`config.mk`:
```
export PLATFORM = sky130hd
export DESIGN_NAME = split_target_port_burst
export DESIGN_NICKNAME = d
export VERILOG_FILES = /design/src/rtl/split_target_port_burst.sv
export SDC_FILE = /design/constraint.sdc
export NUM_CORES = 1
export LEC_CHECK = 0
export BUFFER_PORTS_ARGS = -buffer_cell sky130_fd_sc_hd__buf_2
export CORE_MARGIN = 4
export CORE_UTILIZATION = 55
export DETAILED_ROUTE_END_ITERATION = 10
export PLACE_DENSITY = 0.85
export SLEW_MARGIN = 20
export SYNTH_ARGS = -nofsm -noshare
export SYNTH_HDL_FRONTEND = slang
export SYNTH_SLANG_ARGS = --single-unit
```
`constraint.sdc`:
```
create_clock -name clk -period 2.77 [get_ports clk]
set_input_delay 0.554 -clock clk [delete_from_list [all_inputs] [get_ports clk]]
set_output_delay 0.554 -clock clk [all_outputs]
set_load 0.1 [all_outputs]
```
`src/rtl/split_target_port_burst.sv`:
```
// ---------------------------------------------------------------------------
// split_target_port_burst
//
// Serial-bus split target port. Deserialises LSB-first address and write-data
// frames into a held request for the target, buffers the target's read
// responses in a small FIFO and serialises them back onto the bus while the
// arbiter grants it. The bus is requested automatically while responses wait.
//
// Ports
//   clk, rst_n                  clock, asynchronous active-low reset
//   bus_data_in/_valid          serial input bit and its strobe
//   bus_mode                    1 = data frame bit, 0 = address frame bit
//   target_rw                   1 = write, 0 = read (sampled on last addr bit)
//   target_addr_in/_valid       held request address / valid
//   target_data_in/_valid       held write data (0 for reads) / valid
//   target_req_ready            target accepts the held request
//   target_data_out/_valid      response word push
//   target_data_out_ready       response FIFO not full
//   arbiter_grant               bus granted to this port
//   arbiter_split_req           bus wanted for a pending response
//   bus_data_out/_valid         serial response bit and its strobe
//   resp_count                  response FIFO occupancy
//   rx_drop_count               saturating count of dropped input bits
// ---------------------------------------------------------------------------
module split_target_port_burst #(
  parameter int ADDR_W     = 16,
  parameter int DATA_W     = 8,
  parameter int RESP_DEPTH = 4
) (
  input  logic                          clk,
  input  logic                          rst_n,
  input  logic                          bus_data_in,
  input  logic                          bus_data_in_valid,
  input  logic                          bus_mode,
  input  logic                          target_rw,
  output logic [ADDR_W-1:0]             target_addr_in,
  output logic [DATA_W-1:0]             target_data_in,
  output logic                          target_addr_in_valid,
  output logic                          target_data_in_valid,
  input  logic                          target_req_ready,
  input  logic [DATA_W-1:0]             target_data_out,
  input  logic                          target_data_out_valid,
  output logic                          target_data_out_ready,
  input  logic                          arbiter_grant,
  output logic                          arbiter_split_req,
  output logic                          bus_data_out,
  output logic                          bus_data_out_valid,
  output logic [$clog2(RESP_DEPTH):0]   resp_count,
  output logic [7:0]                    rx_drop_count
);

  localparam int PTR_W  = $clog2(RESP_DEPTH);
  localparam int CNT_W  = PTR_W + 1;
  localparam int RX_MAX = (ADDR_W > DATA_W) ? ADDR_W : DATA_W;
  localparam int RXC_W  = $clog2(RX_MAX);
  localparam int TXC_W  = $clog2(DATA_W + 1);

  localparam logic [1:0] S_ADDR = 2'd0;
  localparam logic [1:0] S_DATA = 2'd1;
  localparam logic [1:0] S_HOLD = 2'd2;

  function automatic logic [7:0] sat_inc(input logic [7:0] v);
    return (v == 8'hFF) ? v : v + 8'd1;
  endfunction

  logic [1:0]        rx_state;
  logic [RXC_W-1:0]  rx_cnt;
  logic [ADDR_W-1:0] addr_sr;
  logic [DATA_W-1:0] data_sr;

  logic [DATA_W-1:0] mem [RESP_DEPTH];
  logic [PTR_W-1:0]  wr_ptr;
  logic [PTR_W-1:0]  rd_ptr;

  logic              tx_active;
  logic [DATA_W-1:0] tx_sr;
  logic [TXC_W-1:0]  tx_rem;

  logic rx_drop;
  logic push;
  logic pop;

  assign target_data_out_ready = (resp_count != CNT_W'(RESP_DEPTH));
  assign push              = target_data_out_valid && target_data_out_ready;
  assign pop               = !tx_active && arbiter_grant && (resp_count != '0);
  assign arbiter_split_req = (resp_count != '0) || tx_active;

  // A bit is lost while the serialiser owns the port, while a request is
  // held, or when a data-mode bit shows up where an address bit is expected.
  assign rx_drop = bus_data_in_valid &&
                   (tx_active || (rx_state == S_HOLD) ||
                    ((rx_state == S_ADDR) && bus_mode));

  // Receive: frame assembly and held request
  always_ff @(posedge clk or negedge rst_n) begin
    if (!rst_n) begin
      rx_state             <= S_ADDR;
      rx_cnt               <= '0;
      addr_sr              <= '0;
      data_sr              <= '0;
      target_addr_in       <= '0;
      target_data_in       <= '0;
      target_addr_in_valid <= 1'b0;
      target_data_in_valid <= 1'b0;
      rx_drop_count        <= 8'd0;
    end else begin
      if (rx_drop)
        rx_drop_count <= sat_inc(rx_drop_count);

      if ((rx_state == S_HOLD) && target_req_ready) begin
        rx_state             <= S_ADDR;
        target_addr_in_valid <= 1'b0;
        target_data_in_valid <= 1'b0;
      end

      if (bus_data_in_valid && !tx_active) begin
        case (rx_state)
          S_ADDR: begin
            if (!bus_mode) begin
              // Shift in from the top so the first bit lands at bit 0.
              addr_sr <= {bus_data_in, addr_sr[ADDR_W-1:1]};
              if (rx_cnt == RXC_W'(ADDR_W - 1)) begin
                rx_cnt <= '0;
                if (target_rw) begin
                  rx_state <= S_DATA;
                end else begin
                  rx_state             <= S_HOLD;
                  target_addr_in       <= {bus_data_in, addr_sr[ADDR_W-1:1]};
                  target_data_in       <= '0;
                  target_addr_in_valid <= 1'b1;
                  target_data_in_valid <= 1'b0;
                end
              end else begin
                rx_cnt <= rx_cnt + RXC_W'(1);
              end
            end
          end
          S_DATA: begin
            if (bus_mode) begin
              data_sr <= {bus_data_in, data_sr[DATA_W-1:1]};
              if (rx_cnt == RXC_W'(DATA_W - 1)) begin
                rx_cnt               <= '0;
                rx_state             <= S_HOLD;
                target_addr_in       <= addr_sr;
                target_data_in       <= {bus_data_in, data_sr[DATA_W-1:1]};
                target_addr_in_valid <= 1'b1;
                target_data_in_valid <= 1'b1;
              end else begin
                rx_cnt <= rx_cnt + RXC_W'(1);
              end
            end else begin
              // Address bit mid-data: abandon the write and treat this bit
              // as bit 0 of a fresh address frame.
              addr_sr  <= {bus_data_in, addr_sr[ADDR_W-1:1]};
              rx_cnt   <= RXC_W'(1);
              rx_state <= S_ADDR;
            end
          end
          default: ;
        endcase
      end
    end
  end

  // Response FIFO
  always_ff @(posedge clk or negedge rst_n) begin
    if (!rst_n) begin
      for (int i = 0; i < RESP_DEPTH; i++) mem[i] <= '0;
      wr_ptr     <= '0;
      rd_ptr     <= '0;
      resp_count <= '0;
    end else begin
      if (push) begin
        mem[wr_ptr] <= target_data_out;
        wr_ptr      <= wr_ptr + PTR_W'(1);
      end
      if (pop)
        rd_ptr <= rd_ptr + PTR_W'(1);
      case ({push, pop})
        2'b10:   resp_count <= resp_count + CNT_W'(1);
        2'b01:   resp_count <= resp_count - CNT_W'(1);
        default: ;
      endcase
    end
  end

  // Transmit: load one word per grant, shift only while granted
  always_ff @(posedge clk or negedge rst_n) begin
    if (!rst_n) begin
      tx_active          <= 1'b0;
      tx_sr              <= '0;
      tx_rem             <= '0;
      bus_data_out       <= 1'b0;
      bus_data_out_valid <= 1'b0;
    end else if (!tx_active) begin
      bus_data_out_valid <= 1'b0;
      if (pop) begin
        tx_sr     <= mem[rd_ptr];
        tx_rem    <= TXC_W'(DATA_W);
        tx_active <= 1'b1;
      end
    end else if (arbiter_grant) begin
      bus_data_out       <= tx_sr[0];
      bus_data_out_valid <= 1'b1;
      tx_sr              <= tx_sr >> 1;
      tx_rem             <= tx_rem - TXC_W'(1);
      if (tx_rem == TXC_W'(1))
        tx_active <= 1'b0;
    end else begin
      // Grant withdrawn: hold position, keep the last driven bit on the wire.
      bus_data_out_valid <= 1'b0;
    end
  end

endmodule

```
==> flow_metrics.py <==
metrics = {
    "sta": {
        "finalHoldViolCount": 0,
        "fmax_mhz": 397.2,
        "relSlewSlack_pct": 57.77,
        "setup_viol": 0,
        "rsz0062_at_grt": "no",
        "slew_viol_final": 0,
        "layout_setup_ws_ps": 252.5,
        "setup_tns_ps": 0,
        "worst_pin_slew_ps": 633.4,
        "period_minus_slack_ps": 2518,
        "skew_ps": 10.78,
        "min_period_over_period_pct": 90.89,
    },
    "critical_path": {
        "ff2ff_path_depth": 5,
        "r2r_start": "tx_active$_DFF_PN0_",
        "required_ps": 2220,
        "path_max_fanout": 9,
        "cp_slowest_cell": "or4_1",
        "crit_path_start_kind": "register",
        "path_class": "reg -> out",
        "worstPathCellList": "or4_1 -> buf_2",
        "cp-end-kind": "output pin",
        "r2r_end": "target_addr_in[6]$_DFFE_PN0P_",
        "r2r_slack_ps": 720,
        "max_stage_delay_ps": 610,
        "crit_arrival_ps": 1960,
    },
    "synthesis": {
        "synth_cells": 414,
        "syn_nets": 441,
        "synth_area_sq_um": 5458,
        "synth_cell_types": 52,
        "yosysSeqAreaShare_pct": 53.65,
        "ys_seq_elements": 117,
        "syn_avg_cell_area_sq_um": 13.18,
        "synth_warnings": 0,
        "yosys-top-cells-area": "dfrtp_1 54%, mux2_2 16%, mux2i_1 3.3%",
        "synth_top_cell_area_share_pct": 53.65,
        "synth_area_leader_cell": "dfrtp_1",
    },
    "die": {
        "fp-row-count": 36,
        "initial_utilization_pct": 56.10,
        "coreArea_sq_um": 9729,
        "num_io_pins": 58,
        "die_h_microns": 107.6,
        "dieWidth_microns": 107.6,
        "die-area_sq_um": 11580,
    },
    "placed_design": {
        "placed_area_sq_um": 5857,
        "portBuffers": 57,
        "place_inst": 592,
        "gp_congestion": 0.8407,
        "dp_hpwl_mm": 6.679,
        "post-place-ws_ps": 589.5,
    },
    "grt": {
        "grt_pass1_vias": 3563,
        "grt.total_usage_pct": 19.79,
        "grt_pass1_wl_mm": 17.52,
        "grt_max_degree": 85,
        "overflow": 0,
        "antenna_found_initial": 0,
    },
    "routing": {
        "drtIter0Drc": 156,
        "ant_nets": 0,
        "first_pass_iters": 4,
        "viasPerCell": 5.390,
        "vias": 3369,
        "wl_per_cell_microns": 16.80,
        "wirelength_mm": 10.50,
        "drc": 0,
    },
    "status": {
        "status": "finished clean",
    },
    "clocking": {
        "cts_sinks": 117,
        "clock_latency_ps": 520,
        "htree_levels": 4,
        "cts_root_buf": "clkbuf_8",
        "cts_buffers": 17,
        "cts.repair.resized": 0,
        "clkSlewWorstSetupHoldPaths_ps": 60,
        "cts_max_path_buffers": 2,
        "cts_tree": "yes",
    },
    "pwr": {
        "cell_internal_pwr_uw": 4429,
        "p_per_area_nw_per_um2": 1092,
        "combinationalPowerShare_pct": 31.9,
        "seq_power_share_pct": 38.0,
        "p_clk_share_pct": 30.1,
        "p_leak_uw": 0.003179,
        "peakVddDrop_v": 0.0007448,
        "power.switching_uw": 2608,
        "finalPower_uw": 7036,
        "swShare_pct": 37.06,
    },
    "min_path": {
        "min_path_cells": 2,
        "min_from": "target_data_out[6]",
        "hp-class": "in -> reg",
        "hold_end": "mem[6]$_DFFE_PN0P_",
    },
    "run": {
        "cap_violations": 0,
    },
    "final_layout": {
        "design_area_sq_um": 6446,
        "nFillCells": 723,
        "fin_cells": 625,
        "n_antenna_cell": 0,
        "final_nets": 506,
        "syn_to_final_growth_pct": 18.11,
        "drive_above_1_share_pct": 41.06,
    },
}
==> synthesized netlist by cell type, drive strengths merged <==
cell	instances
a211oi	1
a21bo	1
a21boi	1
a21o	2
a21oi	15
a22o	1
a22oi	1
a31o	1
a31oi	1
a32o	2
and2	1
and3	4
buf	12
clkbuf	5
dfrtp	117
fa	1
ha	9
inv	22
mux2	90
mux2i	18
mux4	8
nand2	32
nand2b	3
nand3	4
nand3b	1
nor2	20
nor2b	4
nor3	2
nor3b	2
nor4	3
o211ai	1
o21ai	10
o21ba	1
o21bai	1
o22ai	1
o311ai	1
o31a	1
or3	1
or3b	2
or4	1
xnor2	4
xor2	6
==> worst max-delay path: cells and delay by family, from the launching register on <==
family / cells / cell delay [ps]
buffers and inverters: 1 / 340
and+or+nand+nor: 1 / 610
DFF: 1 / 500
==> metrics by stage <==
step	util [%]	hold slack [ps]
6_report	66.26	312.0
5_1_grt	66.26	300.2
3_5_place_dp	60.20	484.2
4_1_cts	66.26	284.7
2_1_floorplan	-	258.4
3_3_place_gp	60.20	459.8
==> registers in the layout (all words and copies together), names as in the netlist <==
register,count
rx_drop_count,8
rx_state,2
resp_count,3
data_sr,7
bus_data_out,1
target_addr_in_valid,1
addr_sr,16
wr_ptr,2
tx_rem,4
tx_sr,8
target_addr_in,16
mem,32
tx_active,1
target_data_in_valid,1
target_data_in,8
rd_ptr,2
rx_cnt,4
bus_data_out_valid,1
==> layout make-up <==
cell class              count  area (sq um)  area share (%)
repair buffers             63         360.3           5.590
clock inverters            14         151.4           2.349
flip-flops and latches    117          2928           45.42
well taps                 133         166.4           2.582
clock buffers              18         427.9           6.638
inverters                  22         82.58           1.281
multi-input cells         258          2330           36.14
==> worst max-delay path by stage <==
stage | start | to | slack, ps | cells after the start
floorplan | resp_count[1]$_DFFE_PN0P_ | resp_count[2]$_DFFE_PN0P_ | 180 | 8
global placement | bus_data_in_valid | target_addr_in[7]$_DFFE_PN0P_ | 650 | 6
detailed placement | bus_data_in_valid | target_addr_in[9]$_DFFE_PN0P_ | 590 | 6
CTS | tx_active$_DFF_PN0_ | arbiter_split_req | 220 | 2
global route | tx_active$_DFF_PN0_ | arbiter_split_req | 190 | 2
finish | tx_active$_DFF_PN0_ | arbiter_split_req | 250 | 2
==> per-layer routing <==
| layer | GRT usage, % | wire, microns |
|---|---|---|
| met1 | 24.20 | 4383 |
| met2 | 33.57 | 5548 |
| met3 | 5.279 | 432 |
| met4 | 7.574 | 133 |
| met5 | 0 | 0 |
==> timing repair <==
| item | 4_1_cts | 5_1_grt |
|---|---|---|
| endpoints found under the hold margin | 33 | 0 |
| hold buffers | 1 | 0 |
| buffers inserted | 0 | 0 |
==> cells by family (layout without fill, tap and decap cells) <==
kind of cell / after synthesis / after routing / synth area share (%)
AND/OR/NAND/NOR: 80 / 80 / 7.543
AO/OA/AOI/OAI: 42 / 42 / 5.250
adder cells (fa/ha/maj): 10 / 10 / 2.430
multiplexers: 116 / 116 / 25.86
buffers and inverters: 39 / 117 / 3.668
XOR/XNOR: 10 / 10 / 1.605
flip-flops: 117 / 117 / 53.65
==> cell usage in the layout, fill, tap and decap left out, types with 4 or more instances in the layout <==
cell type | Yosys | routed
and3_1 | 4 | 4
mux2_4 | 10 | 10
mux2_2 | 79 | 79
a21oi_1 | 14 | 14
ha_1 | 9 | 9
clkinvlp_4 | 0 | 5
nand3_1 | 4 | 4
nor2b_1 | 4 | 4
clkbuf_16 | 0 | 16
mux4_2 | 8 | 8
nand2_1 | 32 | 32
inv_1 | 22 | 22
buf_4 | 3 | 4
dfrtp_1 | 117 | 117
o21ai_0 | 8 | 8
xor2_1 | 6 | 6
buf_2 | 4 | 56
xnor2_1 | 4 | 4
nor2_1 | 19 | 19
mux2i_1 | 18 | 18
==> power groups by stage <==
stage	Sequential, uW	Combinational (uW)	Clock (uW)
detailed placement	2680	2240	0
global route	2750	2420	2240
floorplan	3120	1320	0
global placement	2640	2150	0
finish	2670	2250	2120
CTS	2670	2270	2160
(Power assumes the default switching activity.)
